### src/rtl/telem_rx.sv
// Telemetry UART receiver (8N1, LSB first) with AA 55 framed 6-byte packet parser.
// Optional build macro TELEM_RX_STRICT_PAD_EN rejects nonzero pad nibbles in high-nibble bytes.
module telem_rx #(
   parameter int BAUD_DIV = 2604
) (
   input  logic        clk,
   input  logic        rst_n,
   input  logic        RX,
   output logic [11:0] batt_v,
   output logic [11:0] avg_curr,
   output logic [11:0] avg_torque,
   output logic        pkt_rdy,
   output logic        frm_err
);

   localparam int CW = $clog2(BAUD_DIV + 1);
   localparam logic [CW-1:0] CNT_FULL = CW'(BAUD_DIV);
   localparam logic [CW-1:0] CNT_HALF = CW'(BAUD_DIV / 2);

   localparam logic [1:0] RX_IDLE  = 2'd0;
   localparam logic [1:0] RX_START = 2'd1;
   localparam logic [1:0] RX_DATA  = 2'd2;
   localparam logic [1:0] RX_STOP  = 2'd3;

   localparam logic [2:0] HUNT1 = 3'd0;
   localparam logic [2:0] HUNT2 = 3'd1;
   localparam logic [2:0] P0    = 3'd2;
   localparam logic [2:0] P1    = 3'd3;
   localparam logic [2:0] P2    = 3'd4;
   localparam logic [2:0] P3    = 3'd5;
   localparam logic [2:0] P4    = 3'd6;
   localparam logic [2:0] P5    = 3'd7;

   logic          rx_s1_reg, rx_s2_reg, rx_prev_reg;
   logic [1:0]    rx_state_reg;
   logic [CW-1:0] cnt_reg;
   logic [2:0]    bit_cnt_reg;
   logic [7:0]    shift_reg;
   logic          byte_vld_reg, byte_ferr_reg;
   logic          bit_tick;

   logic [2:0]    ps_reg;
   logic [11:0]   sh_batt_reg, sh_curr_reg;
   logic [3:0]    sh_torq_hi_reg;
   logic          pkt_pend_reg;
   logic          pad_err;

   assign bit_tick = (cnt_reg <= CW'(1));

   // Byte receiver; sync flops reset high so reset release never looks like a start edge
   always_ff @(posedge clk or negedge rst_n) begin
      if (!rst_n) begin
         rx_s1_reg     <= 1'b1;
         rx_s2_reg     <= 1'b1;
         rx_prev_reg   <= 1'b1;
         rx_state_reg  <= RX_IDLE;
         cnt_reg       <= '0;
         bit_cnt_reg   <= '0;
         shift_reg     <= '0;
         byte_vld_reg  <= 1'b0;
         byte_ferr_reg <= 1'b0;
      end else begin
         rx_s1_reg     <= RX;
         rx_s2_reg     <= rx_s1_reg;
         rx_prev_reg   <= rx_s2_reg;
         byte_vld_reg  <= 1'b0;
         byte_ferr_reg <= 1'b0;
         case (rx_state_reg)
            RX_IDLE: begin
               if (rx_prev_reg && !rx_s2_reg) begin
                  rx_state_reg <= RX_START;
                  cnt_reg      <= CNT_HALF;
               end
            end
            RX_START: begin
               if (!bit_tick) begin
                  cnt_reg <= cnt_reg - CW'(1);
               end else if (rx_s2_reg) begin
                  rx_state_reg <= RX_IDLE;
               end else begin
                  rx_state_reg <= RX_DATA;
                  cnt_reg      <= CNT_FULL;
                  bit_cnt_reg  <= '0;
               end
            end
            RX_DATA: begin
               if (!bit_tick) begin
                  cnt_reg <= cnt_reg - CW'(1);
               end else begin
                  shift_reg   <= {rx_s2_reg, shift_reg[7:1]};
                  cnt_reg     <= CNT_FULL;
                  bit_cnt_reg <= bit_cnt_reg + 3'd1;
                  if (bit_cnt_reg == 3'd7)
                     rx_state_reg <= RX_STOP;
               end
            end
            default: begin
               if (!bit_tick) begin
                  cnt_reg <= cnt_reg - CW'(1);
               end else begin
                  if (rx_s2_reg)
                     byte_vld_reg <= 1'b1;
                  else
                     byte_ferr_reg <= 1'b1;
                  rx_state_reg <= RX_IDLE;
               end
            end
         endcase
      end
   end

`ifdef TELEM_RX_STRICT_PAD_EN
   assign pad_err = byte_vld_reg && (shift_reg[7:4] != 4'h0) &&
                    ((ps_reg == P0) || (ps_reg == P2) || (ps_reg == P4));
`else
   assign pad_err = 1'b0;
`endif

   // Packet parser; outputs only change together on the final payload byte
   always_ff @(posedge clk or negedge rst_n) begin
      if (!rst_n) begin
         ps_reg         <= HUNT1;
         sh_batt_reg    <= '0;
         sh_curr_reg    <= '0;
         sh_torq_hi_reg <= '0;
         batt_v         <= '0;
         avg_curr       <= '0;
         avg_torque     <= '0;
         pkt_pend_reg   <= 1'b0;
         pkt_rdy        <= 1'b0;
         frm_err        <= 1'b0;
      end else begin
         pkt_pend_reg <= 1'b0;
         pkt_rdy      <= pkt_pend_reg;
         frm_err      <= 1'b0;
         if (byte_ferr_reg || pad_err) begin
            ps_reg         <= HUNT1;
            sh_batt_reg    <= '0;
            sh_curr_reg    <= '0;
            sh_torq_hi_reg <= '0;
            frm_err        <= 1'b1;
         end else if (byte_vld_reg) begin
            case (ps_reg)
               HUNT1: if (shift_reg == 8'hAA) ps_reg <= HUNT2;
               HUNT2: begin
                  if (shift_reg == 8'h55)      ps_reg <= P0;
                  else if (shift_reg != 8'hAA) ps_reg <= HUNT1;
               end
               P0: begin sh_batt_reg[11:8] <= shift_reg[3:0]; ps_reg <= P1; end
               P1: begin sh_batt_reg[7:0]  <= shift_reg;      ps_reg <= P2; end
               P2: begin sh_curr_reg[11:8] <= shift_reg[3:0]; ps_reg <= P3; end
               P3: begin sh_curr_reg[7:0]  <= shift_reg;      ps_reg <= P4; end
               P4: begin sh_torq_hi_reg    <= shift_reg[3:0]; ps_reg <= P5; end
               default: begin
                  batt_v       <= sh_batt_reg;
                  avg_curr     <= sh_curr_reg;
                  avg_torque   <= {sh_torq_hi_reg, shift_reg};
                  pkt_pend_reg <= 1'b1;
                  ps_reg       <= HUNT1;
               end
            endcase
         end
      end
   end

endmodule

### config.mk
export PLATFORM = sky130hd
export DESIGN_NAME = telem_rx
export DESIGN_NICKNAME = d
export VERILOG_FILES = /design/src/rtl/telem_rx.sv
export SDC_FILE = /design/constraint.sdc
export NUM_CORES = 1
export LEC_CHECK = 0
export CORE_MARGIN = 1.5
export CORE_UTILIZATION = 51
export DETAILED_ROUTE_END_ITERATION = 8
export PLACE_DENSITY = 0.74
export SYNTH_ARGS = -nofsm -noshare
export SYNTH_HDL_FRONTEND = slang
export SYNTH_SLANG_ARGS = --single-unit
### constraint.sdc
create_clock -name clk -period 2.45 [get_ports clk]
set_input_delay 0.49 -clock clk [delete_from_list [all_inputs] [get_ports clk]]
set_output_delay 0.49 -clock clk [all_outputs]
set_load 0.005 [all_outputs]
# Yosys cells after proc, flatten, opt, wreduce, memory -nomap -nowiden
# Index checks and enable logic that the tools add are counted.
# totals
word_cells,116
regBits,100
romBits,0
n_memories,0
in_bits,3
latch_bits,0
out_inout_bits,38
mem_bits_rw,0
# op_classes
n_eq_ne,21
add_sub_neg,2
n_div,0
shift,0
n_reduce_logical,25
n_mux,44
magnitude_cmp,1
mul,0
bitwise,2
# op_table
cell,n
$mux W12,9
$pmux W12 S3,1
$mux W3,8
$pmux W3 S7,1
$mux W4,5
$mux W8,2
$reduce_bool A2 Y1,8
$eq A3 B3 Y1 const B,4
$le A12 B1 Y1 const B,1
$mux W2,6
$reduce_and A2 Y1,6
$sub A12 B1 Y12 const B,1
$mux W1,10
$ne A2 B2 Y1 const B,5
$reduce_and A3 Y1,3
$eq A8 B7 Y1 const B,1
$eq A8 B8 Y1 const B,1
$ne A8 B8 Y1 const B,1
$reduce_or A7 Y1,1
$eq A3 B2 Y1 const B,2
$ne A3 B3 Y1 const B,2
$pmux W2 S3,1
$pmux W3 S2,1
$reduce_and A5 Y1,1
other kinds (13),14

# Longest topological paths before layout
# logic_depth
depth_word,6
mapped_depth,9

# Least setup slack after synthesis
# Ideal clock, no wire load.
# synth_timing
kind,reg2reg
from,register cnt_reg[8]
to,register cnt_reg[4]
path_slack_ns,0.049
arrival_time_ns,2.275
path_stages_with_launch,8
setup_time_ns,0.126
cell_sequence,dfrtp_1 > or4_1 > buf_2 > or4_4 > buf_6 > o21a_4 > buf_6 > a221o_1
# synth_via
elab_chain_cells,3
# synth_rtl
item,line,rtl
"start, declared",36,logic [CW-1:0] cnt_reg;
"start signal, assigned",77,cnt_reg <= cnt_reg - CW'(1);
"start signal, assigned",88,cnt_reg <= cnt_reg - CW'(1);
"start signal, assigned",99,cnt_reg <= cnt_reg - CW'(1);
$le A12 B1 Y1 (*),48,assign bit_tick = (cnt_reg <= CW'(1));
$ne A4 B1 Y1 (no line) (tied with other cells),--,
$reduce_and A3 Y1 (no line) or $pmux W12 S3 (tied branches),--,
# Every way passes the cells marked *; elsewhere a longest branch is shown, timed or not.
# A chain may end at the register's enable or synchronous reset.

# Worst setup path in the final report
# layout_timing
from,register cnt_reg[6]
to,register cnt_reg[11]
# layout_via
elab_chain_cells,3
# layout_rtl
item,line,rtl
$sub A12 B1 Y12 or $le A12 B1 Y1 (tied branches),--,
$mux W12 (tied with other cells),98,if (!bit_tick) begin
$pmux W12 S3 or $reduce_and A3 Y1 (tied branches),--,
# Parallel ways exist; a longest one is shown, timed or not. The select of a mux whose other input is x is not followed.

==> run summary <==
* 100 — number of register bits inferred by synthesis
* 54 — post-synthesis cell type count
* 435 — Nets
* 0 — # resized after CTS
* 0.405 — Max-Slew Margin vs Limit
* or4_1 > or4_4 > nor2_1 > o21ai_0 > o31ai_1 — list of cells traversed by the critical path
* 4390 um2 — synthesized cell area
* 0 — Max Slew Vio Count
* built — CTS tree
* 0.571 — sequential fraction of the synthesis area
* 0.926 — ratio of final minimum period to clock period
* 393 — net count of the mapped netlist
* 0.000479 V — peak supply drop
* 2924 — vias in the first global route
* 2970 — via total after detailed routing
* 0.553 — portion of synthesized cell area occupied by the leading cell type
* 100 — clk sink count
* cnt_reg[6] — worst r2r src
* 441 MHz — achievable clock frequency
* cnt_reg[6] — start point of the critical path
* 5 — cell depth of the worst setup path
* 0.532 — effective utilization at floorplan
* 95.8 um — horizontal die dimension
* sky130_fd_sc_hd__dfrtp_1 (97), sky130_fd_sc_hd__mux2_2 (51), sky130_fd_sc_hd__nand2_1 (50) — Post-synth top cells
* 0.0104 ns — Worst Clk Skew
* 8.39 mm — post-detailed-routing wire length
* 2.27 ns — final critical path time including I/O delays and setup
* input port to asynchronous set/reset pin — type of the worst min-delay path
* 95.8 um — chip height
* 16.4% — synth-to-layout area growth
* 0 — number of antenna violations at the first check in global routing
* 41 — number of top-level pins
* 3 — Max H-tree Level
* 0.208 ns — Placement Setup Slack
* 33 — number of placement rows
* sky130_fd_sc_hd__clkbuf_8 — buffer type at the clock tree root
* 0.199 — global-route usage over all layers
* cnt_reg[11] — R2R Path End
* 9 — clock buffer count from CTS
* 381 — Cells after Synth
* 0 ns — setup TNS after final layout
* 0 — crit path buf inv count
* sky130_fd_sc_hd__dfrtp_1 (55%), sky130_fd_sc_hd__mux2_2 (13%), sky130_fd_sc_hd__nand2_1 (4.3%) — biggest area contributors in the synthesized netlist
* 0 — maxcap violations
* 0.208 — share of layout cells above drive strength 1
* 4 — DRT Pass-1 Iters
* 0.10 ns — clock transition at the registers of the reported paths
* flop — kind of end point of the critical path
* sky130_fd_sc_hd__dfrtp_1 — dominant cell by count in the synthesized netlist
* 5 — Worst Reg2Reg Path Length in Cells
* 0.885 ns — transition at the pin with the smallest max-transition slack
* 13.9 mm — global-route wire length before repair
* 2.54 ns — arrival time at the worst endpoint
* 0 — post-CTS setup repair buffer count
* 0 — number of buffers inserted by hold repair at cts
* 2.38 nW — leakage power
* 1790 um2 — total area of multi-input combinational cells
* sky130_fd_sc_hd__or4_4 — highest-delay cell along the critical path
* 7 — biggest fanout along the worst timing path
* 0.879 — final estimated routing congestion in global placement
* 0 — antenna cell count
* 5.80 mm — detailed placement HPWL
* 11.5 um2 — Syn Area/Cell
* completed — outcome
* sky130_fd_sc_hd__dfrtp_1 — most frequently used flop master after synthesis
* 2510 um2 — register area
* sky130_fd_sc_hd__dfrtp_1 — cell type with the largest total area after synthesis
* 0 — number of synthesized flops with an enable pin
* flop to flop — critical path start-end classification
* 5.57 — Vias/cell
* 0.18 ns — reg-to-reg setup timing slack
* 9170 um2 — total die area
* 0 — hold violation count in the final report
* 1.00 — Async SR Flop Fraction
* flop — kind of start point of the critical path
* 0.36 ns — clock latency on the worst-skew pair
* simple AND/OR/NAND/NOR gates — kind of cell adding the most delay to the critical path
* 8260 um2 — placeable core area
* 0 — final setup violation count
* no — unrepaired setup endpoints after global routing
* 728 nW/um2 — pwr/cell area
* 2 — worst-case clock buffer depth
* cnt_reg[11] — capture point of the critical path
* 0.61 ns — Largest stage delay, worst path
* 0 — Synthesis Warnings
* 40 — number of port buffers
* 63 — maximum number of pins on one net before global-route repair
* 676 — number of filler cells placed in the layout
* 15.7 um — drt wl/cell
* 0 — Remaining DRCs
* 0.181 ns — minimum setup slack in the final design
* 0 — grt total ovfl
* 2.72 ns — required time reported for the critical path endpoint
* 136 — DRC violation total after the first TritonRoute iteration
* 0 — post-route antenna net violation count
-- metrics by stage --
| step | total power [mW] | cell area (um2) | instances | util | hold slack [ns] |
|---|---|---|---|---|---|
| 2_1_floorplan | 2.48 | 4390 | 381 | - | 0.194 |
| 3_3_place_gp | 2.71 | 4920 | 517 | 0.595 | 0.335 |
| 3_5_place_dp | 2.73 | 4920 | 517 | 0.595 | 0.348 |
| 4_1_cts | 3.74 | 5110 | 533 | 0.619 | 0.0899 |
| 5_1_grt | 3.93 | 5110 | 533 | 0.619 | 0.112 |
| 6_report | 3.72 | 5110 | 533 | 0.619 | 0.0779 |
-- cells by family (layout without fill, tap and decap cells) --
family	after synthesis	in the layout	synth area share
fa+ha+maj	9	9	0.0256
compound gates	74	74	0.108
simple gates	119	119	0.129
buf+inv	23	70	0.0237
mux	56	56	0.142
flops	100	100	0.571
-- how the worst min path moves through the flow --
| stage | start | end | slack [ns] | depth (start not counted) |
|---|---|---|---|---|
| finish | rst_n | pkt_rdy | 0.08 | 1 |
| global route | rst_n | pkt_rdy | 0.11 | 1 |
| CTS | rst_n | pkt_rdy | 0.09 | 1 |
| detailed placement | pkt_pend_reg | pkt_rdy | 0.35 | 0 |
| global placement | pkt_pend_reg | pkt_rdy | 0.34 | 0 |
| floorplan | rst_n | avg_curr[0] | 0.19 | 0 |
-- cell usage in the layout, fill, tap and decap left out, types with 2 or more instances in the layout --
cell and instances:
sky130_fd_sc_hd__clkbuf_8 10, sky130_fd_sc_hd__nor4bb_1 2, sky130_fd_sc_hd__nor4_1 4, sky130_fd_sc_hd__o21a_1 2, sky130_fd_sc_hd__o21bai_1 2, sky130_fd_sc_hd__nand2_1 50
sky130_fd_sc_hd__or3_1 2, sky130_fd_sc_hd__mux2_2 51, sky130_fd_sc_hd__inv_1 6, sky130_fd_sc_hd__nand3_1 6, sky130_fd_sc_hd__o22a_1 2, sky130_fd_sc_hd__dfstp_2 3
sky130_fd_sc_hd__buf_4 8, sky130_fd_sc_hd__o41ai_1 2, sky130_fd_sc_hd__nor2_1 25, sky130_fd_sc_hd__dfrtp_1 97, sky130_fd_sc_hd__o21ai_0 16, sky130_fd_sc_hd__clkdlybuf4s50_1 39
sky130_fd_sc_hd__nor2b_1 8, sky130_fd_sc_hd__or2_2 4, sky130_fd_sc_hd__a21oi_1 28, sky130_fd_sc_hd__a31oi_1 3, sky130_fd_sc_hd__nor3_1 5, sky130_fd_sc_hd__inv_8 2
sky130_fd_sc_hd__nand2b_1 4, sky130_fd_sc_hd__mux2i_1 5, sky130_fd_sc_hd__ha_1 9, sky130_fd_sc_hd__clkinv_4 3
-- layout make-up --
cell class,count,area share
sequential,100,0.490
multi-input combinational,258,0.349
timing repair buffer,48,0.0921
clock buffer,10,0.0269
tap,105,0.0257
clock inverter,6,0.0110
inverter,6,0.00441
-- metal layers --
metal / routed length [um] / up-vias / global-route usage
li1: - / 1431 / -
met1: 3890 / 1461 / 0.258
met2: 4060 / 70 / 0.330
met3: 307 / 8 / 0.0261
met4: 124 / 0 / 0.0956
met5: 0 / - / 0
-- power breakdown --
part / internal (mW) / total (mW) / switching (mW) / leakage, nW
sequential: 1.74 / 1.82 / 0.0849 / 1.37
clock: 0.417 / 1.01 / 0.591 / 0.0965
combinational: 0.354 / 0.887 / 0.533 / 0.910
Note: power is estimated with default switching activity, not from simulation.
